## config.mk

```make
export PLATFORM = sky130hd
export DESIGN_NAME = vertex_transform
export DESIGN_NICKNAME = d
export VERILOG_FILES = /design/src/rtl/vertex_transform.sv
export SDC_FILE = /design/constraint.sdc
export NUM_CORES = 2
export LEC_CHECK = 0
export BUFFER_PORTS_ARGS = -buffer_cell sky130_fd_sc_hd__buf_2
export CAP_MARGIN = 20
export CORE_MARGIN = 1
export CORE_UTILIZATION = 50
export DETAILED_ROUTE_END_ITERATION = 7
export PLACE_DENSITY = 0.73
export SLEW_MARGIN = 40
export SYNTH_ARGS = -nofsm -noshare
export SYNTH_HDL_FRONTEND = slang
export SYNTH_SLANG_ARGS = --single-unit
export TNS_END_PERCENT = 1
```

## constraint.sdc

```tcl
create_clock -name clk_i -period 7.89 [get_ports clk_i]
set_input_delay 0.3945 -clock clk_i [delete_from_list [all_inputs] [get_ports clk_i]]
set_output_delay 0.3945 -clock clk_i [all_outputs]
set_load 0.005 [all_outputs]
```

## src/rtl/vertex_transform.sv

```systemverilog
// Multiplies a vertex (x, y, z, w = 1.0) by a latched 4x4 Q8.8 matrix using one shared MAC,
// one matrix element per cycle, and returns the saturated homogeneous result.
module vertex_transform (
    input  logic              clk_i,
    input  logic              rst_i,
    input  logic [15:0][15:0] matrix_i,
    input  logic [15:0]       in_x_i,
    input  logic [15:0]       in_y_i,
    input  logic [15:0]       in_z_i,
    input  logic              in_valid_i,
    output logic              in_ready_o,
    output logic [15:0]       out_x_o,
    output logic [15:0]       out_y_o,
    output logic [15:0]       out_z_o,
    output logic [15:0]       out_w_o,
    output logic              out_valid_o,
    input  logic              out_ready_i
);

    typedef enum logic [1:0] {StIdle, StMac, StDone} state_e;

    state_e             state_q;
    logic [15:0][15:0]  mat_q;
    logic [3:0][15:0]   vec_q;   // index c: 0 = x, 1 = y, 2 = z, 3 = w
    logic signed [35:0] acc_q;
    logic [3:0]         k_q;
    logic [3:0][15:0]   out_q;
    logic               out_valid_q;

    logic [1:0]         row;
    logic [1:0]         col;
    logic signed [15:0] m_el;
    logic signed [15:0] v_el;
    logic signed [31:0] product;
    logic signed [35:0] sum;
    logic signed [35:0] shifted;
    logic [15:0]        sat;

    assign row     = k_q[3:2];
    assign col     = k_q[1:0];
    assign m_el    = mat_q[k_q];
    assign v_el    = vec_q[col];
    assign product = 32'(m_el) * 32'(v_el);
    assign sum     = acc_q + 36'(product);
    assign shifted = sum >>> 8;

    always_comb begin
        sat = shifted[15:0];
        if (shifted > 36'sh000007FFF) begin
            sat = 16'h7FFF;
        end else if (shifted < 36'shFFFFF8000) begin
            sat = 16'h8000;
        end
    end

    always_ff @(posedge clk_i) begin
        if (rst_i) begin
            state_q     <= StIdle;
            mat_q       <= '0;
            vec_q       <= '0;
            acc_q       <= '0;
            k_q         <= '0;
            out_q       <= '0;
            out_valid_q <= 1'b0;
        end else begin
            unique case (state_q)
                StIdle: begin
                    if (in_valid_i) begin
                        mat_q   <= matrix_i;
                        vec_q   <= {16'h0100, in_z_i, in_y_i, in_x_i};
                        acc_q   <= '0;
                        k_q     <= '0;
                        state_q <= StMac;
                    end
                end
                StMac: begin
                    // Last column closes the row: commit it and start the next one from zero.
                    if (col == 2'd3) begin
                        out_q[row] <= sat;
                        acc_q      <= '0;
                    end else begin
                        acc_q <= sum;
                    end
                    k_q <= k_q + 4'd1;
                    if (k_q == 4'd15) begin
                        state_q     <= StDone;
                        out_valid_q <= 1'b1;
                    end
                end
                StDone: begin
                    if (out_ready_i) begin
                        state_q     <= StIdle;
                        out_valid_q <= 1'b0;
                    end
                end
                default: state_q <= StIdle;
            endcase
        end
    end

    assign in_ready_o  = (state_q == StIdle) && !rst_i;
    assign out_valid_o = out_valid_q;
    assign out_x_o     = out_q[0];
    assign out_y_o     = out_q[1];
    assign out_z_o     = out_q[2];
    assign out_w_o     = out_q[3];

endmodule

```

== Yosys cells after proc, flatten, opt, wreduce, memory -nomap -nowiden ==
Index checks and enable logic that the tools add are counted.

* Register bits after elaboration: 412
* Bits in latches: 0
* Memory bits (writable): 0
* ROM bits: 0
* Bits of input ports: 308
* Output and inout port bits: 66
* Word-level logic and storage cells: 76
* Memories: 0

* $add $sub $neg: 2
* Multiply operators: 1
* Div/mod/pow operators: 0
* $lt $le $gt $ge: 6
* Equality and inequality tests: 7
* Shifts and indexed selects: 0
* Muxes and demuxes: 21
* Bitwise gates (word level): 0
* Reduce and logical (&&, ||, !) cells: 11

{| class="wikitable"
|+ Operators by type and width
! kind !! number
|-
| $mux W16 || 5
|-
| $mux W36 || 2
|-
| $pmux W36 S2 || 1
|-
| $bmux W16 S4 || 1
|-
| $bwmux W64 || 1
|-
| $add A36 B32 Y36 || 1
|-
| $bmux W16 S2 || 1
|-
| $demux W16 S2 || 1
|-
| $mul A16 B16 Y32 || 1
|-
| $gt A28 B16 Y1 const B || 1
|-
| $lt A28 B16 Y1 const B || 1
|-
| $pmux W4 S2 || 1
|-
| $lt A2 B3 Y1 const B || 2
|-
| $mux W2 || 3
|-
| $ne A2 B2 Y1 const B || 3
|-
| $pmux W2 S3 || 1
|-
| $reduce_and A2 Y1 || 3
|-
| $reduce_and A3 Y1 || 2
|-
| $lt A4 B5 Y1 const B || 1
|-
| $add A4 B1 Y4 const B || 1
|-
| $eq A2 B2 Y1 const B || 2
|-
| $eq A4 B4 Y1 const B || 1
|-
| $mux W4 || 1
|-
| $reduce_bool A2 Y1 || 2
|-
| 7 further kinds || 9
|}

== Longest topological paths before layout ==
* Depth after elaboration: 8
* Mapped depth: 34
* Depth with buffers taken out: 28

== Worst setup path before layout ==
No wires, ideal clock.

* Path kind: register to register
* From: register k_q[0]
* To: register out_q (netlist bit out_w_o[11])
* Setup time: 0.060 ns
* Data arrival time: 8.659 ns
* Data required time: 7.830 ns
* Path slack: -0.828 ns
* Cell stages (with the launch flop): 30
* Path buffers: 4
* Period minus slack after synthesis: 8.718 ns
* Path through: dfxtp_1 > buf_6 > buf_2 > buf_1 > mux4_2 > mux2_2 > o21ai_1 > nor2_1 > fa_1 > inv_1 > fa_1 > inv_1 > fa_1 > fa_1 > fa_1 > inv_1 > fa_1 > inv_1 > ha_1 > a21oi_1 > o21ai_0 > a311oi_1 > a31oi_2 > a21o_1 > xnor2_1 > or4_1 > o31a_4 > nor3_4 > buf_6 > a221o_1

* Longest elaborated chain between the ends: 8
* Elaborated cells on any way between the ends: 13
* Those cells by class: add/sub: 1; mul: 1; order compare: 2; eq/ne: 1; mux: 7; reduce/logical: 1

{| class="wikitable"
|+ RTL lines
! what !! RTL line !! RTL
|-
| from (decl) || 26 || <nowiki>logic [3:0] k_q;</nowiki>
|-
| from (signal assigned) || 84 || <nowiki>k_q <= k_q + 4'd1;</nowiki>
|-
| $bmux W16 S4 or $bmux W16 S2 (tied branches) || 41, 42 ||
|-
| $mux W16, on equally long branches || 41, 42 ||
|-
| $mul A16 B16 Y32 || 43 || <nowiki>assign product = 32'(m_el) * 32'(v_el);</nowiki>
|-
| $add A36 B32 Y36 || 44 || <nowiki>assign sum = acc_q + 36'(product);</nowiki>
|-
| $lt A28 B16 Y1 || 51 || <nowiki>end else if (shifted < 36'shFFFFF8000) begin</nowiki>
|-
| $mux W16 || 51 ||
|-
| $mux W16 || 49 || <nowiki>if (shifted > 36'sh000007FFF) begin</nowiki>
|-
| $bwmux W64 || 79 || <nowiki>out_q[row] <= sat;</nowiki>
|-
| to (signal, indexed assignment) || 79 ||
|-
| to (decl) || 27 || <nowiki>logic [3:0][15:0] out_q;</nowiki>
|}

Parallel ways exist; a longest one is shown, timed or not. The select of a mux whose other input is x is not followed.
A chain may end at the register's enable or synchronous reset.

== Worst setup path after layout ==
* From: register k_q[0]
* To: register out_q (netlist bit out_w_o[5])

The elaborated chain is that of the path after synthesis.

==> out/qor.csv <==
stage,metric,value,unit
run_status,status,"complete, but fails checks",
run_status,failing checks,setup timing,
clocking,Max clock buf depth,3,
floorplanning,I/O pin cnt,374,
floorplanning,placeable core region,55200,um2
timing,Max Clk Rate,0.122,GHz
place,GP Congestion,0.957,
place,detailed placement HPWL,64000,um
finish,nets,4404,
clocking,CTS H-tree lvls,2,
timing,slew margin rel.,0.450,
floorplanning,total die area,57000,um2
floorplanning,site row count,86,
logic_synthesis,Mapped Area,28000,um2
logic_synthesis,ys async rst share,0,
power_and_ir_drop,maximum VDD drop,160,uV
logic_synthesis,register area share after synthesis,0.294,
drt,WL per Instance,18.7,um
finish,synth-to-layout area growth,23.1,%
place,I/O Buffers,373,
setup_path,crit start category,flip-flop,
power_and_ir_drop,Lkg Pwr,16.1,nW
timing,Final Critical Period,8210,ps
logic_synthesis,synth unique cells,64,
global_routing,initial antenna violation count,5,
setup_path,crit path DAT,8720,ps
clocking,TritonCTS clock tree,yes,
clocking,Clock Sinks,412,
logic_synthesis,Post-synth EDFFs,0,
global_routing,vias in the first global route,24600,
power_and_ir_drop,pwr dens,185,nW/um2
drt,DRT iter0 DRCs,2143,
drt,drt pass-1 iters,6,
global_routing,GRT Total Usage,0.299,
setup_path,Worst EP required,8400,ps
logic_synthesis,cell count after synthesis,3160,
logic_synthesis,#FFs+latches synth,412,
clocking,worst-skew pair later-pin latency,600,ps
setup_path,WS Path Type,flip-flop to flip-flop,
setup_path,Crit-path slowest cell,mux4_2,
setup_path,critical path peak fanout,15,
drt,ANT nets after route,0,
clocking,hold buffer count at CTS,0,
timing,Finish-stage setup viols,60,
setup_path,"Top cell by count, worst path",fa_1,
timing,fin crit share,1.04,
setup_path,WP buf/inv,8,
timing,Final Slew Violations,0,
worst_hold_path,hold crit path type,input port to flip-flop,
drt,Via-to-Cell Ratio,5.47,
floorplanning,Die Span Y,239,um
floorplanning,initial core utilization,0.507,
clocking,clock root buffer,clkbuf_16,
logic_synthesis,"Primary FF master, synth",dfxtp_1,
global_routing,total grt overflow,0,
setup_path,Top delay family on crit path,adder cells,
timing,Clock Skews,30.1,ps
finish,most frequent cells in the layout,"766 x nand2_1, 408 x dfxtp_1, 372 x buf_2",
finish,share of cells above drive strength 1,0.243,
global_routing,maximum number of pins on one net before global-route repair,210,
logic_synthesis,synth warn,0,
timing,Final Hold Viols,0,
timing,PnR worst setup slack,-318,ps
setup_path,endpoint class of the critical path,flip-flop,
finish,Final Util,0.625,
run,Max-Cap Viols,0,
drt,Detailed Route WL,83200,um
global_routing,first-pass GRT wire length,133000,um
timing,Setup TNS Final,-16080,ps
drt,Remaining DRCs,0,
logic_synthesis,mean area per synthesized cell,8.86,um2
finish,"most common cell after layout, fill and taps aside",nand2_1,
clocking,clock-pin slew on the worst setup and hold paths,70,ps
logic_synthesis,Synth Net Count,3890,
drt,DR vias,24400,
floorplanning,die width,239,um
setup_path,delay of the slowest cell on the worst path,610,ps
place,worst slack at placement,-390,ps
timing,RSZ-0062 raised after global routing,true,
clocking,CTS buffer count,43,
timing,worst slew pin tran,813,ps
[final timing paths]
| check | start | to | slack [ps] | depth (start not counted) |
|---|---|---|---|---|
| hold / removal | matrix_i[115] | mat_q[115] | 40 | 3 |
| setup reg to reg | k_q[0] | out_w_o[5] | -320 | 28 |
| hold reg to reg | mat_q[186] | mat_q[186] | 450 | 2 |
| setup / recovery | k_q[0] | out_w_o[5] | -320 | 28 |
[sequential cells by signal, summed over array words and instances (netlist names)]
name / cells
out_x_o: 16
out_w_o: 16
mat_q: 256
vec_q: 49
out_valid_o: 1
k_q: 4
state_q: 2
acc_q: 36
out_z_o: 16
out_y_o: 16
[cells in the mapped netlist (22+ instances only)]
library cell  instances  area, um2
mux4_2               73       1640
nor2_1              213        800
xnor2_1              22        193
a221o_1              61        611
inv_1               362       1360
mux2i_1              30        300
a22oi_1              31        233
clkbuf_1            152        571
dfxtp_1             412       8250
ha_1                108       1350
fa_1                314       6290
nand2_1             771       2890
a21oi_1             364       1820
[layer usage]
layer  track usage  routed length, um  vias up
met4         0.112               3320        8
met3        0.0421               5660      191
li1              -                  -    11300
met2         0.512              41500      937
met5             0                 52        -
met1         0.382              32600    12000
[logic make-up (layout without fill, tap and decap cells)]
logic type      Yosys count  count (layout)  share of synthesized area
simple gates           1070            1070                      0.152
compound gates          560             560                      0.121
buf+inv                 551            1093                     0.0758
fa+ha+maj               422             422                      0.273
flops                   412             412                      0.294
mux                     111             112                     0.0726
xor+xnor                 34              34                     0.0116
other cells               0               1                          0
[repair_timing]
| item | 4_1_cts | 5_1_grt |
|---|---|---|
| cloned | 1 | 1 |
| pin swaps | 6 | 6 |
| endpoints found under the setup margin | 60 | 65 |
| setup buffers | 3 | 8 |
| gates resized for setup | 37 | 27 |
[worst register-to-register path: cells and delay by family (launching register included)]
family / cells / cell delay, ps
buffers and inverters: 8 / 840
AND/OR/NAND/NOR: 3 / 930
AO/OA/AOI/OAI: 7 / 1390
XOR/XNOR: 1 / 140
multiplexers: 2 / 1140
adder cells (fa/ha/maj): 7 / 3330
flip-flops: 1 / 380
[power breakdown]
part           switching [W]  internal (W)
Combinational        0.00116      0.000895
Sequential         0.0000708       0.00219
Clock               0.000895       0.00115
[metrics by stage]
stage	power [W]	hold WS, ps	cells	cell area (um2)
global route	0.00669	42.6	4452	34500
CTS	0.00634	26.0	4439	34200
detailed placement	0.00427	445	4361	32600
finish	0.00637	43.7	4452	34500
floorplan	0.00341	433	3160	28200
global placement	0.00423	440	4358	32500
[area by class of cell]
type                       count  area [um2]
timing repair buffer         656        4510
antenna                        1        2.50
sequential                   412        8260
tap                          748         936
clock buffer                  54        1160
fill                        4611       20700
inverter                     363        1370
clock inverter                20         240
multi-input combinational   2198       18000
Power figures use the tool's default switching activity.
